<file path="src/rtl/regfile_sb_if.sv">
// Bus interface for regfile_sb: decode/writeback side (master) and register file (slave).
interface regfile_sb_if #(
    parameter int unsigned DATA_W = 16,
    parameter int unsigned ADDR_W = 4
) ();
    logic              clr_req;
    logic              init_done;
    logic              regwrite;
    logic [ADDR_W-1:0] wa;
    logic [DATA_W-1:0] wd;
    logic [ADDR_W-1:0] ra1;
    logic [ADDR_W-1:0] ra2;
    logic [DATA_W-1:0] rd1;
    logic [DATA_W-1:0] rd2;
    logic              rsv;
    logic [ADDR_W-1:0] rsv_addr;
    logic              busy1;
    logic              busy2;

    modport master (
        output clr_req, regwrite, wa, wd, ra1, ra2, rsv, rsv_addr,
        input  init_done, rd1, rd2, busy1, busy2
    );

    modport slave (
        input  clr_req, regwrite, wa, wd, ra1, ra2, rsv, rsv_addr,
        output init_done, rd1, rd2, busy1, busy2
    );
endinterface

</file>
<file path="src/rtl/regfile_sb.sv">
// regfile_sb: 2R/1W register file with registered write-first reads, a per-entry
// busy scoreboard and a sequential clear engine (INIT) that zeroes the array.
// Optional build macro REGFILE_SB_ZERO_R0_EN hardwires entry 0 to zero and
// makes it never busy.
module regfile_sb #(
    parameter int unsigned DATA_W = 16,
    parameter int unsigned ADDR_W = 4
) (
    input  logic         clk,
    input  logic         rst,
    regfile_sb_if.slave  bus
);
    localparam int unsigned DEPTH = 1 << ADDR_W;

    typedef enum logic {
        S_INIT = 1'b0,
        S_RUN  = 1'b1
    } state_t;

    state_t            state;
    logic [ADDR_W-1:0] cnt;
    logic [DATA_W-1:0] mem [DEPTH];
    logic [DEPTH-1:0]  busy;

    logic              run_c;
    logic              we_c;
    logic              rsv_c;
    logic [DEPTH-1:0]  busy_nxt_c;
    logic [DATA_W-1:0] rd1_c;
    logic [DATA_W-1:0] rd2_c;

    // Effective write/reserve qualifiers, post-update busy vector and bypassed read data.
    always_comb begin
        run_c = (state == S_RUN) && !bus.clr_req;
`ifdef REGFILE_SB_ZERO_R0_EN
        we_c  = run_c && bus.regwrite && (bus.wa != '0);
        rsv_c = run_c && bus.rsv && (bus.rsv_addr != '0);
`else
        we_c  = run_c && bus.regwrite;
        rsv_c = run_c && bus.rsv;
`endif
        busy_nxt_c = busy;
        if (we_c) begin
            busy_nxt_c[bus.wa] = 1'b0;
        end
        // A new reservation outranks a same-cycle release of the same entry.
        if (rsv_c) begin
            busy_nxt_c[bus.rsv_addr] = 1'b1;
        end
        rd1_c = (we_c && (bus.wa == bus.ra1)) ? bus.wd : mem[bus.ra1];
        rd2_c = (we_c && (bus.wa == bus.ra2)) ? bus.wd : mem[bus.ra2];
    end

    // Array storage: cleared entry by entry in INIT, written by the write port in RUN.
    always_ff @(posedge clk) begin
        if (!rst) begin
            if (state == S_INIT) begin
                mem[cnt] <= '0;
            end else if (we_c) begin
                mem[bus.wa] <= bus.wd;
            end
        end
    end

    // Clear-engine FSM, scoreboard and registered read outputs.
    always_ff @(posedge clk) begin
        if (rst) begin
            state         <= S_INIT;
            cnt           <= '0;
            busy          <= '0;
            bus.init_done <= 1'b0;
            bus.rd1       <= '0;
            bus.rd2       <= '0;
            bus.busy1     <= 1'b0;
            bus.busy2     <= 1'b0;
        end else begin
            case (state)
                S_INIT: begin
                    busy[cnt] <= 1'b0;
                    cnt       <= cnt + ADDR_W'(1);
                    bus.rd1   <= '0;
                    bus.rd2   <= '0;
                    bus.busy1 <= 1'b0;
                    bus.busy2 <= 1'b0;
                    if (cnt == ADDR_W'(DEPTH - 1)) begin
                        state         <= S_RUN;
                        bus.init_done <= 1'b1;
                    end
                end
                S_RUN: begin
                    busy      <= busy_nxt_c;
                    bus.rd1   <= rd1_c;
                    bus.rd2   <= rd2_c;
                    bus.busy1 <= busy_nxt_c[bus.ra1];
                    bus.busy2 <= busy_nxt_c[bus.ra2];
                    if (bus.clr_req) begin
                        state         <= S_INIT;
                        cnt           <= '0;
                        bus.init_done <= 1'b0;
                    end
                end
                default: begin
                    state <= S_INIT;
                    cnt   <= '0;
                end
            endcase
        end
    end
endmodule

</file>
<file path="src/flat_wrapper.sv">
// flat-port wrapper written by rule: the top's interface ports become plain ports
module regfile_sb_flat 
#(
    parameter int unsigned DATA_W = 16,
    parameter int unsigned ADDR_W = 4
)
  (clk, rst, bus_clr_req, bus_regwrite, bus_wa, bus_wd, bus_ra1, bus_ra2, bus_rsv, bus_rsv_addr, bus_init_done, bus_rd1, bus_rd2, bus_busy1, bus_busy2);
  regfile_sb_if #(.DATA_W(DATA_W), .ADDR_W(ADDR_W)) bus_i ();
  input  logic clk;
  input  logic rst;
  input wire logic [$bits(bus_i.clr_req)-1:0] bus_clr_req;
  input wire logic [$bits(bus_i.regwrite)-1:0] bus_regwrite;
  input wire logic [$bits(bus_i.wa)-1:0] bus_wa;
  input wire logic [$bits(bus_i.wd)-1:0] bus_wd;
  input wire logic [$bits(bus_i.ra1)-1:0] bus_ra1;
  input wire logic [$bits(bus_i.ra2)-1:0] bus_ra2;
  input wire logic [$bits(bus_i.rsv)-1:0] bus_rsv;
  input wire logic [$bits(bus_i.rsv_addr)-1:0] bus_rsv_addr;
  output wire logic [$bits(bus_i.init_done)-1:0] bus_init_done;
  output wire logic [$bits(bus_i.rd1)-1:0] bus_rd1;
  output wire logic [$bits(bus_i.rd2)-1:0] bus_rd2;
  output wire logic [$bits(bus_i.busy1)-1:0] bus_busy1;
  output wire logic [$bits(bus_i.busy2)-1:0] bus_busy2;
  assign bus_i.clr_req = bus_clr_req;
  assign bus_i.regwrite = bus_regwrite;
  assign bus_i.wa = bus_wa;
  assign bus_i.wd = bus_wd;
  assign bus_i.ra1 = bus_ra1;
  assign bus_i.ra2 = bus_ra2;
  assign bus_i.rsv = bus_rsv;
  assign bus_i.rsv_addr = bus_rsv_addr;
  assign bus_init_done = bus_i.init_done;
  assign bus_rd1 = bus_i.rd1;
  assign bus_rd2 = bus_i.rd2;
  assign bus_busy1 = bus_i.busy1;
  assign bus_busy2 = bus_i.busy2;
  regfile_sb #(.DATA_W(DATA_W), .ADDR_W(ADDR_W)) u_core (.clk(clk), .rst(rst), .bus(bus_i));
endmodule
</file>
<file path="config.mk">
export PLATFORM = sky130hd
export DESIGN_NAME = regfile_sb_flat
export DESIGN_NICKNAME = d
export VERILOG_FILES = /design/src/rtl/regfile_sb_if.sv /design/src/rtl/regfile_sb.sv /design/src/flat_wrapper.sv
export SDC_FILE = /design/constraint.sdc
export NUM_CORES = 1
export LEC_CHECK = 0
export CELL_PAD_IN_SITES_DETAIL_PLACEMENT = 0
export CELL_PAD_IN_SITES_GLOBAL_PLACEMENT = 1
export CORE_ASPECT_RATIO = 0.75
export CORE_UTILIZATION = 40
export CTS_BUF_LIST = sky130_fd_sc_hd__clkbuf_8
export DETAILED_ROUTE_END_ITERATION = 8
export GPL_TIMING_DRIVEN = 0
export PLACE_DENSITY = 0.72
export SLEW_MARGIN = 10
export SYNTH_ARGS = -nofsm -noshare
export SYNTH_HDL_FRONTEND = slang
export SYNTH_SLANG_ARGS = --single-unit
</file>
<file path="constraint.sdc">
create_clock -name clk -period 2.9 [get_ports clk]
set_input_delay 0.29 -clock clk [delete_from_list [all_inputs] [get_ports clk]]
set_output_delay 0.29 -clock clk [all_outputs]
set_load 0.02 [all_outputs]
</file>
======== Word level (Yosys, flattened, before mapping) ========
Memories as Yosys holds them, arrays and structs flattened.
Index checks and enable logic that the tools add are counted.
word-level totals
  register bits ........................... 56
  bits in writable memories ............... 256
  output and inout port bits .............. 35
  word-level logic and storage cells ...... 77
  memories kept ........................... 1
  bits of input ports ..................... 37
operators by class
  bitwise logic cells ..................... 6
  reductions and logical operators ........ 11
  equal/unequal tests ..................... 5
  multiplexer cells ....................... 37
  add/subtract/negate cells ............... 1
  $lt $le $gt $ge ......................... 8
memories
  name        words  width  rd ports  clocked after Yosys merged registers in  wr ports  RTL line          RTL
  u_core.mem  16     16     2         0                                        1         regfile_sb.sv:22  logic [DATA_W-1:0] mem [DEPTH];
operators with widths
  operator                                             count
  one-hot mux 16 bit (2 select lines)                  3
  2-to-1 mux 16 bit                                    5
  bitwise AND 16 bit                                   2
  NOT 16 bit                                           2
  < comparator 4 x 5 -> 1 bit, second input constant   5
  2-to-1 mux 1 bit                                     17
  OR 16 bit                                            1
  OR reduction 16 bit                                  1
  demux 1 bit (select 4 bit)                           3
  >= comparator 4 x 1 -> 1 bit, second input constant  3
  binary-select mux 1 bit (select 4 bit)               2
  equality test 4 bit                                  2
  logical AND 1 bit                                    8
  2-to-1 mux 4 bit                                     2
  one-hot mux 1 bit (2 select lines)                   4
  one-hot mux 4 bit (2 select lines)                   1
  adder 4 x 1 -> 4 bit, second input constant          1
  equality test 4 bit, second input constant           1
  inequality test 2 bit, second input constant         2
  AND reduction 2 bit                                  1
  zero test 1 bit                                      1
  NOT 1 bit                                            1

======== Logic depth before layout (Yosys ltp) ========
  depth in word-level cells ............... 12
  gate-level depth with buffers ........... 9
  mapped depth without buffers ............ 6

======== Least setup slack after synthesis ========
OpenSTA, ideal clock, no wires.
  kind .................................... register -> register
  start point ............................. register u_core.state
  end point ............................... memory u_core.mem[15][0], enable pin
  path slack .............................. 493 ps
  clock period less this slack ............ 2407 ps
  library setup time ...................... 388 ps
  required time ........................... 2512 ps
  stages on the path, launching flop included .. 7
  data arrival time ....................... 2018 ps
  path buffers ............................ 1
  path through ............................ dfxtp_1 and2b_1 nand2_1 nor2_1 clkbuf_1 a31oi_1 nor2_1
between the ends
  longest elaborated chain between the ends .. 8
  elaborated cells on any way between the ends .. 12
  classes of those cells .................. 9 x mux; 3 x reduce/logical
RTL lines
  element                                                                RTL line          RTL
  from (decl)                                                            regfile_sb.sv:20  state_t state;
  from (signal assigned)                                                 regfile_sb.sv:68  state <= S_INIT;
  from (signal assigned)                                                 regfile_sb.sv:86  state <= S_RUN;
  from (signal assigned)                                                 regfile_sb.sv:97  state <= S_INIT;
  logical AND 1 bit                                                      regfile_sb.sv:34  run_c = (state == S_RUN) && !bus.clr_req;
  logical AND 1 bit                                                      regfile_sb.sv:39  we_c = run_c && bus.regwrite;
  2-to-1 mux 1 bit                                                       regfile_sb.sv:59  end else if (we_c) begin
  2-to-1 mux 1 bit                                                       regfile_sb.sv:57  if (state == S_INIT) begin
  2-to-1 mux 1 bit                                                       regfile_sb.sv:56  if (!rst) begin
  2-to-1 mux 1 bit (not written as such)                                 regfile_sb.sv:60  mem[bus.wa] <= bus.wd;
  OR reduction 16 bit (no source line)                                   n/a
  2-to-1 mux 4 bit (no source line) or 2-to-1 mux 1 bit (tied branches)  n/a
  to (decl)                                                              regfile_sb.sv:22
Several ways; a longest one is shown, not always the timed one.

======== Worst setup path after layout ========
  start point ............................. register u_core.state
  end point ............................... register u_core.bus.rd1[4]
between the ends
  longest elaborated chain between the ends .. 5
  elaborated cells on any way between the ends .. 6
  classes of those cells .................. 2 x mux; 1 x bitwise; 3 x reduce/logical
RTL lines
  element                                RTL line             RTL
  logical AND 1 bit                      regfile_sb.sv:34
  logical AND 1 bit                      regfile_sb.sv:39
  logical AND 1 bit                      regfile_sb.sv:50     rd1_c = (we_c && (bus.wa == bus.ra1)) ? bus.wd : mem[bus.ra1];
  2-to-1 mux 16 bit                      regfile_sb.sv:50
  one-hot mux 16 bit (2 select lines) *  regfile_sb.sv:77     case (state)
  to (signal assigned)                   regfile_sb.sv:92     bus.rd1 <= rd1_c;
  to (decl)                              regfile_sb_if.sv:27  output init_done, rd1, rd2, busy1, busy2
Mark *: on every way between the ends. The rest lies on a longest branch, timed or not.
A chain may end at the register's enable or synchronous reset.

==> key figures <==
Setup path
  – Crit path launch type: flop
  – Crit-path max FO: 10
  – Worst Setup End Kind: flop
  – Arr. time, crit path: 3.27 ns
  – Worst Path Required: 3.41 ns
  – Cell Chain, Critical Path: nand2b_1 > buf_1 > a31oi_2 > clkbuf_1 > nand2_1 > o21ai_1
  – Crit path kind: flop to flop
  – Crit path largest cell delay: 0.80 ns
  – CP max stage cell: clkbuf_1

Layout
  – Area growth syn-to-layout: 17.56%
  – Final instance area: 17,400 sq um
  – Nets@finish: 1,070
  – Commonest non-fill, non-tap cell in the layout: edfxtp_1
  – Final std cells w/o fill: 1,564
  – Footprint of the multi-input gates: 5710 sq um
  – # fillers: 3,114
  – Commonest non-fill, non-tap cells in the layout: edfxtp_1 (256), mux4_2 (160), nand2_1 (75)
  – Final Core Density: 48.09%
  – Ant. Diodes: 0
  – Reg area: 8808 sq um
  – Share of post-route cells with drive strength above 1: 28.09%

GRT
  – Gr usage total: 22.92%
  – Pin count of the biggest net entering global routing: 17
  – Vias in the first global route: 9,346
  – Antenna violations before repair: 0
  – Grt total ovfl: 0
  – Global-route wire length before repair: 61,940 um

Detailed routing
  – DR WL/cell: 27.05 um
  – Routed length on met2: 18,610 um
  – WL met3: 4113 um
  – DR top layer: met4
  – Vias per Instance: 5.921
  – Post-route DRC violation count: 0
  – Total number of vias: 9,260
  – Post-route ant nets: 0
  – Initial drt markers: 1,066
  – Total Wirelength: 42,310 um
  – Met1 wire length: 18,300 um
  – Pre-antenna DRT Iters: 7

STA
  – Unrepaired setup endpoints after global routing: no
  – Max-slew violations: 0
  – Max-slew headroom: 29.38%
  – Final worst path period share: 95.11%
  – Fin. Hold Viols: 0
  – Fin Clk Skew: 0.02840 ns
  – Endpoints failing setup: 0
  – Highest Clock Rate: 0.3625 GHz
  – Slew @ Worst Pin: 1.059 ns
  – Fin crit period: 2.758 ns
  – WHS: 0.2739 ns

Placement
  – # port buffers: 66
  – Placed Area: 16,360 sq um
  – Dpl hpwl: 29,220 um
  – Cells after DPL: 1,470
  – GPL Wtd Cong: 0.8990

Outcome
  – Status: complete, no violations

Synth
  – Post-Synthesis Cells: 895
  – Post-Syn Area: 14,800 sq um
  – Post-Syn Area per Cell: 16.54 sq um
  – Syn_nets: 936
  – Number of synthesized flops with an enable pin: 256
  – Synth Flop Type: edfxtp_1
  – Post-synth top area cell: edfxtp_1
  – Top post-synthesis cells by area: edfxtp_1 (52%), mux4_2 (24%), dfxtp_1 (7.6%), nand2_1 (1.9%), nor2_1 (1.5%)
  – FF+latch count, synth: 312
  – Sequential area share after synthesis: 59.50%
  – Share of the synthesized area in the top cell type: 51.93%
  – Yosys cell types: 55
  – YS warnings: 0
  – Post-synth ARST share: 0%

Clock network
  – Clk_lat worst skew: 0.62 ns
  – Clock transition at the registers of the reported paths: 0.06 ns
  – Clk root buf: clkbuf_8
  – H-tree level count: 2
  – CTS tree: done
  – Clk buf depth: 3
  – TritonCTS Sinks: 312
  – Inserted Clock Buffers: 50

Pwr
  – Leakage Power: 5.699 nW
  – Sequential power share: 52.4%
  – Power Density: 532.8 nW/um^2
  – Power share of the clock group: 38.9%
  – Comb pwr share: 8.7%
  – Net Sw Frac: 24.08%
  – Internal power: 7.039 mW
  – Peak VDD IR: 0.2868 mV
  – Tot Pwr: 9.272 mW
  – NetSw: 2.233 mW

Floorplanning
  – Die Span Y: 168.6 um
  – Top Ports: 72
  – Row count: 60
  – Initial core utilization: 40.91%
  – Core Footprint: 36,180 sq um
  – Die Area: 37,790 sq um
  – Die X: 224.1 um

Hold path
  – Hold Crit Class: input port to flop

Flow run
  – Maxcap violations: 0
synth_stat cells, types with 6 or more instances:
master,count
a21oi_1,20
a311oi_1,7
a31oi_1,10
and2_1,18
and3_1,9
buf_1,12
buf_2,16
buf_6,7
clkbuf_1,30
dfxtp_1,56
edfxtp_1,256
mux2i_1,16
mux4_2,160
nand2_1,75
nand2b_1,10
nand3_1,15
nor2_1,60
nor2b_1,6
nor3_1,9
o21ai_0,7
o21ai_1,17
o31ai_1,13
xor2_1,6
registers in the layout (all words and copies together) (netlist names):
register,cells
u_core.bus.rd1,16
u_core.bus.rd2,16
u_core.cnt,4
u_core.state,1
u_core.mem,256
u_core.bus.busy2,1
u_core.bus.init_done,1
u_core.bus.busy1,1
u_core.busy,16
worst max-delay path, delay by kind of cell, from the launching register on:
family          cells  cell delay (ns)
simple gates        2             0.18
compound gates      2             0.89
flops               1             0.42
buf+inv             2             1.17
through the flow:
step / setup TNS (ns) / setup WS [ns]
after floorplan: 0 / 0.4933
after global placement: -343.21 / -1.489
after detailed placement: -133.73 / -0.6463
after CTS: -4.205 / -0.1260
after global routing: 0 / 0.0009970
final: 0 / 0.1417
power groups by stage:
| stage | Clock [mW] | Combinational, mW | Sequential (mW) |
|---|---|---|---|
| after global placement | 0 | 0.769 | 4.95 |
| after floorplan | 0 | 0.526 | 4.94 |
| final | 3.61 | 0.805 | 4.86 |
| after detailed placement | 0 | 0.794 | 4.95 |
| after global routing | 3.82 | 0.850 | 4.86 |
| after CTS | 3.65 | 0.798 | 4.86 |
logic make-up after synthesis:
group | synth area share [%]
AOI/OAI and AO/OA | 3.871
buffers and inverters | 2.603
adders and majority gates | 0.3381
and+or+nand+nor | 7.556
DFF | 59.50
xor gates and xnor gates | 0.4734
muxes | 25.65
layout make-up:
class,instances,area share (%)
Sequential cell,312,50.62
Multi-Input combinational cell,510,32.82
Timing Repair Buffer,82,5.407
Clock buffer,54,4.271
Tap cell,496,3.566
Buffer,68,2.114
Clock inverter,37,1.100
Inverter,5,0.1079
timing repair:
item,4_1_cts,5_1_grt
pin swaps,2,0
setup endpoints to repair,86,120
setup buffers,3,0
resized for setup,1,10
hold buffers,0,0
layer usage:
layer / vias up / track usage, %
met5: - / 0
met4: 0 / 8.100
met3: 80 / 5.260
met2: 448 / 33.26
met1: 4812 / 33.81
li1: 3920 / -
worst paths after layout:
path,from,end,slack (ns),cells after the start
max reg2reg,u_core.state,u_core.bus.rd1[4],0.14,6
max,u_core.state,u_core.bus.rd1[4],0.14,6
min,bus_wd[12],u_core.bus.rd1[12],0.27,3
min reg2reg,u_core.bus.init_done,u_core.bus.init_done,0.48,2
(Power assumes the default switching activity.)
